[src/rtl/wb_pkg.sv]
// Shared types and constants for the write-back commit controller.
package wb_pkg;

    localparam logic [11:0] CSR_MEPC     = 12'h341;
    localparam logic [11:0] CSR_MCAUSE   = 12'h342;
    localparam logic [31:0] MCAUSE_ECALL = 32'd11;

    typedef enum logic [1:0] {
        IDLE   = 2'd0,
        COMMIT = 2'd1,
        TRAP   = 2'd2
    } wb_state_e;

    typedef struct packed {
        logic [31:0] pc;
        logic [31:0] dnpc;
        logic        gpr_wen;
        logic [4:0]  rd;
        logic [31:0] gpr_wdata;
        logic        csr_wen;
        logic [11:0] csr_waddr;
        logic [31:0] csr_wdata;
        logic        is_ecall;
        logic        is_mret;
    } wb_pkt_t;

endpackage

[src/rtl/wb_retire_counter.sv]
// 64-bit retired-instruction counter; wraps silently.
module wb_retire_counter (
    input  logic        clk,
    input  logic        rst_n,
    input  logic        inc_en,
    output logic [63:0] count
);

    logic [63:0] count_q;
    logic [63:0] count_d;

    always_comb begin
        count_d = count_q;
        if (inc_en) begin
            count_d = count_q + 64'd1;
        end
    end

    always_ff @(posedge clk or negedge rst_n) begin
        if (!rst_n) begin
            count_q <= 64'd0;
        end else begin
            count_q <= count_d;
        end
    end

    assign count = count_q;

endmodule

[src/rtl/wb_commit_ctrl.sv]
// Write-back commit sequencer: captures one packet per handshake, drives GPR/CSR
// write ports, owns the architectural PC and expands ecall into mepc/mcause writes.
module wb_commit_ctrl
    import wb_pkg::*;
#(
    parameter logic [31:0] RESET_PC = 32'h8000_0000
) (
    input  logic        clk,
    input  logic        rst_n,
    input  logic        valid_in,
    output logic        ready_out,
    input  logic [31:0] pc_in,
    input  logic [31:0] dnpc_in,
    input  logic        gpr_wen_in,
    input  logic [4:0]  rd_in,
    input  logic [31:0] gpr_wdata_in,
    input  logic        csr_wen_in,
    input  logic [11:0] csr_waddr_in,
    input  logic [31:0] csr_wdata_in,
    input  logic        is_ecall_in,
    input  logic        is_mret_in,
    output logic        gpr_we,
    output logic [4:0]  gpr_waddr,
    output logic [31:0] gpr_wdata,
    output logic        csr_we,
    output logic [11:0] csr_waddr,
    output logic [31:0] csr_wdata,
    output logic [31:0] pc,
    output logic        commit_valid,
    output logic [31:0] commit_pc,
    output logic        trap_flush,
    output logic [63:0] minstret
);

    wb_state_e   state_q, state_d;
    wb_pkt_t     pkt_q, pkt_d;
    logic [31:0] pc_q;
    logic        transfer;
    logic        retire;

    assign pkt_d = '{
        pc:        pc_in,
        dnpc:      dnpc_in,
        gpr_wen:   gpr_wen_in,
        rd:        rd_in,
        gpr_wdata: gpr_wdata_in,
        csr_wen:   csr_wen_in,
        csr_waddr: csr_waddr_in,
        csr_wdata: csr_wdata_in,
        is_ecall:  is_ecall_in,
        is_mret:   is_mret_in
    };

    // mret needs no special handling here: the WBU already folded mepc into dnpc.
    logic unused_mret;
    assign unused_mret = pkt_q.is_mret;

    assign ready_out = (state_q == IDLE) || ((state_q == COMMIT) && !pkt_q.is_ecall);
    assign transfer  = valid_in && ready_out;
    assign retire    = ((state_q == COMMIT) && !pkt_q.is_ecall) || (state_q == TRAP);

    always_ff @(posedge clk or negedge rst_n) begin
        if (!rst_n) begin
            state_q <= IDLE;
        end else begin
            state_q <= state_d;
        end
    end

    always_comb begin
        state_d = IDLE;
        unique case (state_q)
            IDLE:    state_d = transfer ? COMMIT : IDLE;
            COMMIT:  state_d = pkt_q.is_ecall ? TRAP : (transfer ? COMMIT : IDLE);
            TRAP:    state_d = IDLE;
            default: state_d = IDLE;
        endcase
    end

    always_comb begin
        gpr_we       = 1'b0;
        gpr_waddr    = 5'd0;
        gpr_wdata    = 32'd0;
        csr_we       = 1'b0;
        csr_waddr    = 12'd0;
        csr_wdata    = 32'd0;
        commit_valid = 1'b0;
        commit_pc    = 32'd0;
        trap_flush   = 1'b0;
        unique case (state_q)
            COMMIT: begin
                if (pkt_q.is_ecall) begin
                    csr_we    = 1'b1;
                    csr_waddr = CSR_MEPC;
                    csr_wdata = pkt_q.pc;
                end else begin
                    gpr_we       = pkt_q.gpr_wen && (pkt_q.rd != 5'd0);
                    gpr_waddr    = pkt_q.rd;
                    gpr_wdata    = pkt_q.gpr_wdata;
                    csr_we       = pkt_q.csr_wen;
                    csr_waddr    = pkt_q.csr_waddr;
                    csr_wdata    = pkt_q.csr_wdata;
                    commit_valid = 1'b1;
                    commit_pc    = pkt_q.pc;
                end
            end
            TRAP: begin
                csr_we       = 1'b1;
                csr_waddr    = CSR_MCAUSE;
                csr_wdata    = MCAUSE_ECALL;
                commit_valid = 1'b1;
                commit_pc    = pkt_q.pc;
                trap_flush   = 1'b1;
            end
            default: ;
        endcase
    end

    always_ff @(posedge clk or negedge rst_n) begin
        if (!rst_n) begin
            pkt_q <= '0;
            pc_q  <= RESET_PC;
        end else begin
            if (transfer) begin
                pkt_q <= pkt_d;
            end
            if (retire) begin
                pc_q <= pkt_q.dnpc;
            end
        end
    end

    assign pc = pc_q;

    wb_retire_counter u_retire_counter (
        .clk    (clk),
        .rst_n  (rst_n),
        .inc_en (retire),
        .count  (minstret)
    );

endmodule

[config.mk]
export PLATFORM = sky130hd
export DESIGN_NAME = wb_commit_ctrl
export DESIGN_NICKNAME = d
export VERILOG_FILES = /design/src/rtl/wb_pkg.sv /design/src/rtl/wb_retire_counter.sv /design/src/rtl/wb_commit_ctrl.sv
export SDC_FILE = /design/constraint.sdc
export NUM_CORES = 1
export LEC_CHECK = 0
export ABC_AREA = 1
export BUFFER_PORTS_ARGS = -buffer_cell sky130_fd_sc_hd__buf_2
export CAP_MARGIN = 30
export CORE_MARGIN = 1.5
export CORE_UTILIZATION = 40
export CTS_CLUSTER_DIAMETER = 30
export DETAILED_ROUTE_END_ITERATION = 6
export HOLD_SLACK_MARGIN = 0.03
export PLACE_DENSITY = 0.68
export SKIP_LAST_GASP = 1
export SYNTH_ARGS = -nofsm -noshare
export SYNTH_HDL_FRONTEND = slang
export SYNTH_SLANG_ARGS = --single-unit
[constraint.sdc]
create_clock -name clk -period 1.9 [get_ports clk]
set_clock_uncertainty 0.05 [all_clocks]
set_input_delay 0.095 -clock clk [delete_from_list [all_inputs] [get_ports clk]]
set_output_delay 0.095 -clock clk [all_outputs]
set_load 0.02 [all_outputs]
==> impl_metrics.yaml, run 1 <==
floorplan:
  ios: 366
  die_w_um: 173
  core_area_um2: 28600
  initial_utilization_pct: 40.4
  dieArea_um2: 30000
  dieHeight_um: 173
  rows: 62
synth:
  synth_xor_area_share_pct: 2.87
  yosys-mux-area-fraction_pct: 0
  ys_types: 33
  synth-compound-area-share_pct: 5.10
  syn_area_per_cell_um2: 7.72
  yosysWarnings: 0
  synth_nets: 1656
  syn_area_um2: 11600
  ys_ff_latch: 246
  yosys.area_share.simple_pct: 30.9
  ys_seq_area_share_pct: 53.2
  synthAdderAreaFrac_pct: 0.432
  synth_top_family_by_area: "simple AND/OR/NAND/NOR gates"
  postSynthCellCount: 1500
global_routing:
  track_usage_pct: 29.8
  grt_pass1_wl_um: 70800
  antenna_found_initial: 3
  grt_max_degree: 83
  grt_pass1_vias: 13460
  grt_overflow: 0
layout:
  nets: 2299
  drive_gt1_share_pct: 34.7
  area_growth_pct: 75.3
  fillers: 1923
  fin_area_um2: 20300
timing:
  maxSlewHeadroom_pct: 60.4
  setup_violations: 203
  worst_slew_pin_slew_ps: 594
  finalWorstSetupSlack_ps: -386
  hold_violations: 0
  timing.final.crit_share_pct: 120
  drv_slew: 0
  rsz0062_at_grt: "true"
  min_period_ps: 2290
  fmax_ghz: 0.437
setup_path:
  cp-end-kind: "primary output"
  path_max_fanout: 6
  r2r-end: "pc[29]"
  r2r_setup_slack_ps: -160
  path_cells: "buf_6 > ha_4 > nand2_8 > nand2_8 > inv_8 > nor2_4 > inv_6 > buf_16 > nor2_4 > buf_4"
  criticalPathCategory: "reg2out"
  startpoint_type: "flip-flop"
  crit_start: "state_q[0]"
  path_buf_inv: 5
  required_ps: 1750
  critPathMaxStageDelay_ps: 380
  arrival_ps: 2140
  r2r-start: "state_q[0]"
  reg2reg_depth: 11
  slowest_stage: "dfrtp_1"
  critical_path.top_delay_family: "buffers and inverters"
cts:
  clock_latency_ps: 560
  clock-sinks: 246
  clock-root-buffer: "clkbuf_16"
  h-tree-depth: 2
  clk_pin_slew_ps: 40
  clockBufferDepth: 3
  cts_tree: "built"
  cts_made_buffers: 57
drt:
  met1_length_um: 18700
  routed_wl_um: 52100
  detail_route.wl_per_cell_um: 20.2
  top_layer_used: "met4"
  dr_wl_met2_um: 25000
  ant_nets: 0
  wl_met3_um: 4810
  drc: 0
  via_per_inst: 5.29
  first_pass_iters: 7
  vias: 13655
  drtIter0Drc: 1194
place:
  io_buffers: 364
  place.gp.congestion: 0.940
  hpwl_um: 27400
  post_dp_cell_area_um2: 14500
worst_hold_path:
  min_path_type: "in2async"
status:
  violations: "negative setup slack"
  status: "complete, but fails checks"
power:
  power.density_nw_per_um2: 1390
  p_leak_nw: 10.3
  total_power_mw: 28.1
  ir_worst_vdd_mv: 0.968
run:
  timing.max_cap.violations: 0
[logic make-up (layout without fill, tap and decap cells)]
group | Yosys count | count (layout)
xor gates and xnor gates | 38 | 38
and+or+nand+nor | 893 | 893
adders and majority gates | 4 | 4
DFF | 246 | 246
other | 0 | 4
buffers and inverters | 204 | 895
AOI/OAI and AO/OA | 115 | 115
[report_power, final]
part,internal [mW],switching [mW],leakage (nW)
Sequential,6.83,1.02,3.14
Clock,7.35,3.29,1.02
Combinational,3.68,5.96,6.14
[per-layer routing]
layer / up-vias / track usage [%]
li1: 5936 / -
met1: 6438 / 35.6
met2: 983 / 50.1
met3: 298 / 6.29
met4: 0 / 17.1
met5: - / 0
[registers in the layout, summed over array words and instances, names as in the netlist]
register,cells
pkt_q,148
pc,32
u_retire_counter.count,64
state_q,2
[what timing repair did]
item                                    4_1_cts  5_1_grt
endpoints found under the setup margin      208      249
endpoints found under the hold margin       394        0
gates resized for setup                     238      175
buffers inserted                              9       20
pin swaps                                     7       26
hold buffers                                149        0
gates cloned                                 10       14
[stage by stage]
| step | worst slack [ps] | utilization [%] | hold WS (ps) | cells | setup TNS [ps] |
|---|---|---|---|---|---|
| 2_1_floorplan | -23.0 | - | -251 | 1500 | -230 |
| 3_3_place_gp | -118 | 50.7 | 50.0 | 2266 | -170 |
| 3_5_place_dp | -144 | 50.7 | 52.0 | 2266 | -903 |
| 4_1_cts | -369 | 67.0 | 71.0 | 2541 | -32030 |
| 5_1_grt | -431 | 70.9 | 93.1 | 2579 | -54970 |
| 6_report | -386 | 70.9 | 42.2 | 2579 | -40000 |
[worst max path at each step]
stage	end	slack [ps]	cells after the start
3_3_place_gp	csr_we	-120	7
4_1_cts	commit_pc[0]	-370	8
2_1_floorplan	csr_wdata[11]	-20	7
3_5_place_dp	csr_we	-140	7
5_1_grt	commit_pc[7]	-430	10
6_report	commit_pc[16]	-390	10
[cell type report]
cell class,instances,area (µm²),share of cell area [%]
tap,384,480,2.37
multi-input combinational,1050,5520,27.2
clock buffer,68,1520,7.48
inverter,148,591,2.91
antenna,4,10.0,0.0493
sequential,246,6160,30.3
timing repair buffer,640,5440,26.8
clock inverter,39,581,2.86
[cells in the mapped netlist (all sizes together)]
cell	instances	area, µm²
buf	28	208
or2	1	8.76
clkbuf	28	105
nor2	184	711
xor2	24	210
nand4	24	150
a22oi	3	22.5
nand3	39	200
and2	3	18.8
o22ai	3	18.8
nor4	1	6.26
nand2	619	2340
a21oi	27	135
ha	4	50.1
dfrtp	245	6130
o311ai	1	8.76
nor3b	1	7.51
nor3	11	60.1
inv	148	556
xnor2	14	123
nand3b	10	75.1
dfstp	1	26.3
o21ai	81	405
[placed cells by master (no fill, tap or decap), types with 33 or more instances in the layout]
cell type      count
nand2_1          599
o21ai_1           41
clkbuf_16         68
nor2_4            80
nand3_1           33
buf_2            248
dlygate4sd3_1    149
buf_6             57
nor2_1            89
inv_1            137
buf_4            145
o21ai_0           36
dfrtp_1          245
(Power assumes the default switching activity.)
==> inputs of run 2 (changes only) <==
- CELL_PAD_IN_SITES_DETAIL_PLACEMENT: unset -> 0
- CELL_PAD_IN_SITES_GLOBAL_PLACEMENT: unset -> 1
- CORE_MARGIN: 1.5 -> 8
- CORE_UTILIZATION: 40 -> 33
- MAX_ROUTING_LAYER: unset -> met4
- PLACE_DENSITY: 0.68 -> unset
- PLACE_DENSITY_LB_ADDON: unset -> 0.1
==> impl_metrics.yaml, run 2 (synthesis gave the netlist of run 1 again) <==
worst_hold_path:
  min_path_type: "in2reg"
  hold-path-endpoint: "pkt_q[104]"
  hp-start: "dnpc_in[19]"
  holdPathStages: 4
place:
  io_buffers: 364
  hpwl_um: 31000
  place.gp.congestion: 0.906
  pre_cts_ws_ps: -151
setup_path:
  arrival_ps: 2130
  crit_start: "state_q[1]"
  r2r_setup_slack_ps: -180
  required_ps: 1750
  r2r-start: "state_q[0]"
  startpoint_type: "flip-flop"
  criticalPathCategory: "reg2out"
  path_max_fanout: 8
  cp-end-kind: "primary output"
  reg2reg_depth: 12
  r2r-end: "pkt_q[69]"
global_routing:
  grt_pass1_vias: 13064
  grt_overflow: 0
  grt_pass1_wl_um: 72800
  antenna_found_initial: 1
  grt_max_degree: 54
  track_usage_pct: 22.9
floorplan:
  dieArea_um2: 41300
  ios: 366
  core_area_um2: 34500
  rows: 68
  initial_utilization_pct: 33.5
  dieHeight_um: 203
  die_w_um: 203
power:
  power.density_nw_per_um2: 1380
  p_leak_nw: 11.7
  pwr-share-clk_pct: 38.8
  internal_power_mw: 20.4
  ir_worst_vdd_mv: 0.900
  total_power_mw: 31.9
  p_sw_mw: 11.6
  seq_power_share_pct: 24.8
  pwr-share-comb_pct: 36.4
  swShare_pct: 36.2
timing:
  setup_violations: 263
  drv_slew: 0
  holdWs_ps: 178
  timing.final.crit_share_pct: 120
  maxSlewHeadroom_pct: 64.2
  rsz0062_at_grt: "true"
  finalWorstSetupSlack_ps: -374
  worst_slew_pin_slew_ps: 532
  fmax_ghz: 0.440
  finalSetupTns_ps: -43110
  hold_violations: 0
  min_period_ps: 2270
drt:
  drtIter0Drc: 662
  first_pass_iters: 5
  via_per_inst: 4.73
  detail_route.wl_per_cell_um: 19.5
  ant_nets: 0
  drc: 0
  routed_wl_um: 53200
  vias: 12949
cts:
  cts_tree: "built"
  cts_made_buffers: 77
  clock_latency_ps: 580
  clock-sinks: 246
  clk_pin_slew_ps: 40
  clockBufferDepth: 3
  h-tree-depth: 3
  clock-root-buffer: "clkbuf_16"
layout:
  top_register: "pkt_q"
  mostFrequentLayoutCells: "nand2_1 (450), buf_2 (247), dfrtp_1 (244), dlygate4sd3_1 (151), inv_1 (137)"
  final_common_cell: "nand2_1"
  area_growth_pct: 101
  nets: 2375
  finalCoreUtilization_pct: 67.2
  fillers: 2635
  drive_gt1_share_pct: 45.8
  largest_register_ffs: 148
status:
  status: "complete, but fails checks"
  violations: "negative setup slack"
run:
  timing.max_cap.violations: 0
==> run 2: cell count changes in the layout (fill, tap and decap cells not counted), sizes merged, moves of 3 or more <==
cell | previous run | this run
clkinv | 21 | 28
clkbuf | 79 | 127
buf | 478 | 518
diode | 4 | 1
bufinv | 12 | 4
inv | 151 | 156
clkinvlp | 3 | 0
==> run 2: cell type report <==
class / count / area [µm²] / share of cell area, %
Clock inverter: 34 / 380 / 1.64
Timing Repair inverter: 6 / 110 / 0.474
Antenna cell: 1 / 2.50 / 0.0108
Clock buffer: 106 / 2190 / 9.42
Inverter: 148 / 617 / 2.66
Sequential cell: 246 / 6160 / 26.5
Multi-Input combinational cell: 1050 / 6670 / 28.7
Timing Repair Buffer: 690 / 6520 / 28.1
Tap cell: 455 / 569 / 2.45
==> run 2: critical path, cell delays in order (launching register included) <==
cell and delay [ps]:
dfrtp_1 350, inv_2 60, buf_6 110, ha_4 290
inv_4 50, nor2_4 150, inv_6 100, buf_12 160
nor2_4 130, buf_6 130
==> run 2: metal layers <==
metal | wire [µm] | part of all wire (%) | up-vias | global-route usage [%]
met5 | 0 | 0 | - | -
met4 | 1420 | 2.7 | 0 | 6.94
met3 | 3130 | 5.9 | 101 | 5.74
met2 | 25800 | 49 | 437 | 35.6
met1 | 22900 | 43 | 6292 | 29.2
li1 | - | - | 6119 | -
==> run 2: how the worst max path moves through the flow <==
stage	endpoint	cells after the start
global placement	u_retire_counter.count[46]	10
CTS	commit_pc[22]	9
global route	commit_pc[21]	10
finish	commit_pc[14]	9
detailed placement	u_retire_counter.count[46]	10
floorplan	csr_wdata[11]	7
==> run 2: what timing repair did <==
item | 4_1_cts | 5_1_grt
resized for setup | 427 | 448
setup endpoints to repair | 124 | 304
cloned | 14 | 40
setup buffers | 20 | 37
hold endpoints to repair | 394 | 0
hold buffers | 151 | 0
pin swaps | 30 | 79
==> run 2: power by group through the flow <==
stage,clock (mW),sequential (mW),combinational [mW]
5_1_grt,12.9,8.07,12.3
2_1_floorplan,0,7.91,3.76
6_report,12.4,7.92,11.6
4_1_cts,12.5,7.73,9.14
3_3_place_gp,0,7.66,6.54
3_5_place_dp,0,7.68,6.59
==> run 2: per-stage QoR <==
step | area [µm²] | std cells
after floorplan | 11800 | 1500
after global placement | 14700 | 2350
after detailed placement | 14700 | 2350
after CTS | 20800 | 2674
after global routing | 23200 | 2736
final | 23200 | 2736
